$ cat src/rtl/branch_cache_update_ctrl.sv
// branch_cache_update_ctrl: two-port round-robin update queue that drains {pc,target} writes into the branch cache.
// Define BCU_COALESCE_EN to merge a request into a queued entry with the same pc instead of allocating a new one.
module branch_cache_update_ctrl #(
    parameter int DEPTH = 4
) (
    input  logic                       clk_i,
    input  logic                       rst_ni,
    input  logic                       a_valid_i,
    input  logic [9:0]                 a_pc_i,
    input  logic [9:0]                 a_target_i,
    output logic                       a_ready_o,
    input  logic                       b_valid_i,
    input  logic [9:0]                 b_pc_i,
    input  logic [9:0]                 b_target_i,
    output logic                       b_ready_o,
    input  logic                       flush_i,
    input  logic                       cache_busy_i,
    output logic                       bc_we_o,
    output logic [9:0]                 bc_update_pc_o,
    output logic [9:0]                 bc_store_pc_o,
    output logic [$clog2(DEPTH):0]     pending_o,
    output logic                       idle_o
);
    localparam int AW = $clog2(DEPTH);
    localparam int PW = AW + 1;

    typedef enum logic [1:0] {EMPTY, ACTIVE, FULL} state_e;

    state_e          state_q, state_d;
    logic [9:0]      pc_mem [DEPTH];
    logic [9:0]      tg_mem [DEPTH];
    logic [AW-1:0]   wr_q, rd_q, hit_idx;
    logic [PW-1:0]   cnt_q, cnt_d;
    logic            rr_q, bc_we_q;
    logic [9:0]      bc_update_pc_q, bc_store_pc_q, req_pc, req_tg;
    logic            grant_a, grant_b, full, pop, acc, push, hit;

    // rr_q set means port A won last, so port B is preferred on contention
    assign grant_a = a_valid_i && (!b_valid_i || !rr_q);
    assign grant_b = b_valid_i && !grant_a;
    assign req_pc  = grant_a ? a_pc_i : b_pc_i;
    assign req_tg  = grant_a ? a_target_i : b_target_i;
    assign full    = state_q == FULL;
    assign pop     = state_q != EMPTY && !cache_busy_i && !flush_i;

`ifdef BCU_COALESCE_EN
    // the head leaving this cycle cannot absorb a merge; such a request becomes a new push
    always_comb begin
        hit     = 1'b0;
        hit_idx = '0;
        for (int i = 0; i < DEPTH; i++)
            if (!hit && {1'b0, AW'(AW'(i) - rd_q)} < cnt_q && !(pop && AW'(i) == rd_q) && pc_mem[i] == req_pc) begin
                hit     = 1'b1;
                hit_idx = AW'(i);
            end
    end
`else
    assign hit     = 1'b0;
    assign hit_idx = '0;
`endif

    assign a_ready_o = grant_a && !flush_i && (!full || hit);
    assign b_ready_o = grant_b && !flush_i && (!full || hit);
    assign acc       = a_ready_o || b_ready_o;
    assign push      = acc && !hit;
    assign cnt_d     = flush_i ? '0 : cnt_q + PW'(push) - PW'(pop);
    assign state_d   = cnt_d == '0 ? EMPTY : cnt_d == PW'(DEPTH) ? FULL : ACTIVE;

    always_ff @(posedge clk_i or negedge rst_ni) begin
        if (!rst_ni) begin
            state_q        <= EMPTY;
            cnt_q          <= '0;
            wr_q           <= '0;
            rd_q           <= '0;
            rr_q           <= 1'b0;
            bc_we_q        <= 1'b0;
            bc_update_pc_q <= '0;
            bc_store_pc_q  <= '0;
        end else begin
            state_q <= state_d;
            cnt_q   <= cnt_d;
            wr_q    <= flush_i ? '0 : wr_q + AW'(push);
            rd_q    <= flush_i ? '0 : rd_q + AW'(pop);
            bc_we_q <= pop;
            if (acc) rr_q <= grant_a;
            if (pop) begin
                bc_update_pc_q <= pc_mem[rd_q];
                bc_store_pc_q  <= tg_mem[rd_q];
            end
        end
    end

    always_ff @(posedge clk_i) begin
        if (acc) begin
            if (!hit) pc_mem[wr_q] <= req_pc;
            tg_mem[hit ? hit_idx : wr_q] <= req_tg;
        end
    end

    assign bc_we_o        = bc_we_q;
    assign bc_update_pc_o = bc_update_pc_q;
    assign bc_store_pc_o  = bc_store_pc_q;
    assign pending_o      = cnt_q;
    assign idle_o         = cnt_q == '0 && !bc_we_q;
endmodule

$ cat config.mk
export PLATFORM = sky130hd
export DESIGN_NAME = branch_cache_update_ctrl
export DESIGN_NICKNAME = d
export VERILOG_FILES = /design/src/rtl/branch_cache_update_ctrl.sv
export SDC_FILE = /design/constraint.sdc
export NUM_CORES = 1
export LEC_CHECK = 0
export CORE_UTILIZATION = 53
export DETAILED_ROUTE_END_ITERATION = 8
export PLACE_DENSITY = 0.9
export SLEW_MARGIN = 20
export SYNTH_ARGS = -nofsm -noshare
export SYNTH_HDL_FRONTEND = slang
export SYNTH_SLANG_ARGS = --single-unit
$ cat constraint.sdc
create_clock -name clk_i -period 3.5 [get_ports clk_i]
set_input_delay 0.35 -clock clk_i [delete_from_list [all_inputs] [get_ports clk_i]]
set_output_delay 0.35 -clock clk_i [all_outputs]
set_load 0.05 [all_outputs]
==> impl_metrics.env <==
export IMPL_status="finished, final reports clean"
export IMPL_crit_type="in -> out"
export IMPL_syn_avg_cell_area_um2=20.68
export IMPL_grtUsageTotal_pct=19.86
export IMPL_multiInputGateArea_mm2=0.001252
export IMPL_rsz0062_at_grt="no"
export IMPL_synth_area_mm2=0.004488
export IMPL_synth_fp_nets=268
export IMPL_whs_ns=0.02611
export IMPL_vias=2214
export IMPL_relSlewSlack_pct=26.86
export IMPL_wire_per_inst_um=18.76
export IMPL_globalRouteOverflowTotal=0
export IMPL_swShare_pct=34.46
export IMPL_cts_reportedPaths_clkPinSlew_ns=0.11
export IMPL_seq_power_share_pct=44.3
export IMPL_power_density_mw_per_mm2=733.8
export IMPL_post_cts_resized=0
export IMPL_critPathMaxStageDelay_ns=0.79
export IMPL_place_area_mm2=0.005345
export IMPL_period_share_pct=77.42
export IMPL_postLayoutCoreUtil_pct=67.44
export IMPL_comb_power_share_pct=37.3
export IMPL_period_minus_slack_ns=2.710
export IMPL_via_per_inst=5.426
export IMPL_p_clk_share_pct=18.4
export IMPL_antenna_found_initial=0
export IMPL_crit_top_cell="clkdlybuf4s50_1"
export IMPL_drtIter0Drc=135
export IMPL_required_ns=3.15
export IMPL_layout_commonest_cell="edfxtp_1"
export IMPL_power_switching_mw=1.401
export IMPL_regArea_mm2=0.003178
export IMPL_drc_errors=0
export IMPL_fp_coreArea_mm2=0.008217
export IMPL_htree_levels=3
export IMPL_finalNetCount=349
export IMPL_holdBufCountCts=0
export IMPL_synthDistinctLibCells=28
export IMPL_cap_violations=0
export IMPL_die_h_um=94.02
export IMPL_antenna_left=0
export IMPL_skew_ns=0.01470
export IMPL_portBuffers=72
export IMPL_endpoint_kind="output port"
export IMPL_worst_pin_slew_ns=1.097
export IMPL_insertion_delay_ns=0.36
export IMPL_hpwl_mm=4.838
export IMPL_drt_first_pass_iters=4
export IMPL_fin_tns_setup_ns=0
export IMPL_fin_area_mm2=0.005542
export IMPL_cts_buffer_depth=2
export IMPL_drive_above_1_share_pct=29.37
export IMPL_antenna_cells=0
export IMPL_crit_family="buffers and inverters"
export IMPL_grt_pass1_vias=2411
export IMPL_ys_ff_latch=111
export IMPL_grt_max_degree=32
export IMPL_synth_yosys_seq_area_share_pct=70.81
export IMPL_cp_data_arrival_time_ns=2.36
export IMPL_hp_class="in -> async"
export IMPL_synthToLayoutAreaGrowth_pct=23.47
export IMPL_die_area_mm2=0.008840
export IMPL_clock_fmax_mhz=369.0
export IMPL_slew_viol_final=0
export IMPL_num_rows=33
export IMPL_final_cell_mix="edfxtp_1 (80), clkdlybuf4s50_1 (71), dfrtp_1 (31)"
export IMPL_power_internal_mw=2.665
export IMPL_grt_pass1_wl_mm=12.32
export IMPL_irDropWorstVdd_mv=0.3525
export IMPL_post_cts_buffers=0
export IMPL_ioPinCount=73
export IMPL_start_kind="primary input"
export IMPL_globalplace_congestion=0.7527
export IMPL_worstPathMaxFanout=9
export IMPL_postSynthCellCount=217
export IMPL_crit_chain="clkdlybuf4s50_1 > a21boi_2 > and3_1 > clkdlybuf4s50_1"
export IMPL_cts_sinks=111
export IMPL_cts_buffers=9
export IMPL_cp_buffers_inverters=2
export IMPL_cts_root_buf="clkbuf_8"
export IMPL_leakagePower_nw=1.985
export IMPL_ys_warnings_count=0
export IMPL_hold_viol_final=0
export IMPL_cts_tree="yes"
export IMPL_start_util_pct=54.62
export IMPL_setup_viol=0
export IMPL_nFillCells=532
export IMPL_wirelength_mm=7.654
export IMPL_cp_slowest_cell="clkdlybuf4s50_1"
export IMPL_die_x_um=94.02
[final cells by class]
type	instances	share of cell area [%]
clock inverter	7	1.310
clock buffer	9	2.235
timing repair buffer	79	13.86
multi-input combinational	93	22.60
inverter	4	0.2709
tap	105	2.371
sequential	111	57.35
[metrics by stage]
stage | cells | power (mW) | worst slack (ns)
after CTS | 408 | 4.099 | 0.7618
after global placement | 392 | 3.310 | 0.6453
after detailed placement | 392 | 3.358 | 0.5371
after floorplan | 217 | 2.865 | 0.7277
after global routing | 408 | 4.239 | 0.6842
final | 408 | 4.066 | 0.7901
[power by group through the flow]
stage / combinational (mW) / clock (mW) / sequential, mW
after floorplan: 0.602 / 0 / 2.26
final: 1.52 / 0.747 / 1.80
after global routing: 1.60 / 0.812 / 1.83
after detailed placement: 1.53 / 0 / 1.83
after CTS: 1.53 / 0.761 / 1.80
after global placement: 1.49 / 0 / 1.82
[logic make-up (layout without fill, tap and decap cells)]
logic type	Yosys count	after routing	synth area share, %
DFF	111	111	70.81
AOI/OAI and AO/OA	4	4	0.6134
buffers and inverters	13	99	1.700
adders and majority gates	5	5	1.561
xor gates and xnor gates	4	4	0.7807
and+or+nand+nor	20	20	2.788
muxes	60	60	21.75
[cells in the mapped netlist (all sizes together)]
cell	count	share of area (%)
edfxtp	80	54
mux2	40	12
dfrtp	31	17
mux4	20	10
buf	8	1.3
nor2	5	0.42
ha	4	1.1
inv	4	0.33
nor2b	3	0.42
nor3	3	0.59
xnor2	3	0.59
a31oi	2	0.28
and3	2	0.28
nor3b	2	0.33
a21boi	1	0.17
and2	1	0.14
and3b	1	0.20
clkbuf	1	0.084
fa	1	0.45
nand2b	1	0.14
nor4	1	0.14
o211ai	1	0.17
or2	1	0.14
xor2	1	0.20
[sequential cells by signal, indices dropped and copies added, names as in the netlist]
| signal | count |
|---|---|
| tg_mem | 40 |
| bc_store_pc_o | 10 |
| wr_q | 2 |
| pending_o | 3 |
| rd_q | 2 |
| bc_update_pc_o | 10 |
| state_q | 2 |
| bc_we_o | 1 |
| pc_mem | 40 |
| rr_q | 1 |
[path summary, 6_finish.rpt]
path / from / slack [ns] / endpoint / cells after the start
min in group clk_i: bc_store_pc_o[6] / 0.52 / bc_store_pc_o[6] / 1
max reg2reg: state_q[0] / 1.03 / state_q[1] / 10
min: rst_ni / 0.03 / bc_we_o / 1
max in group asynchronous: rst_ni / 3.01 / bc_update_pc_o[1] / 1
min reg2reg: bc_store_pc_o[6] / 0.52 / bc_store_pc_o[6] / 1
max: a_valid_i / 0.79 / a_ready_o / 4
[layer usage]
layer / wire length, um / GRT usage, % / vias to the layer above
met2: 4028 / 34.43 / 73
li1: - / - / 1013
met3: 338 / 3.236 / 8
met5: 0 / 0 / -
met1: 3189 / 24.71 / 1120
met4: 97 / 8.590 / 0
(Power assumes the default switching activity.)
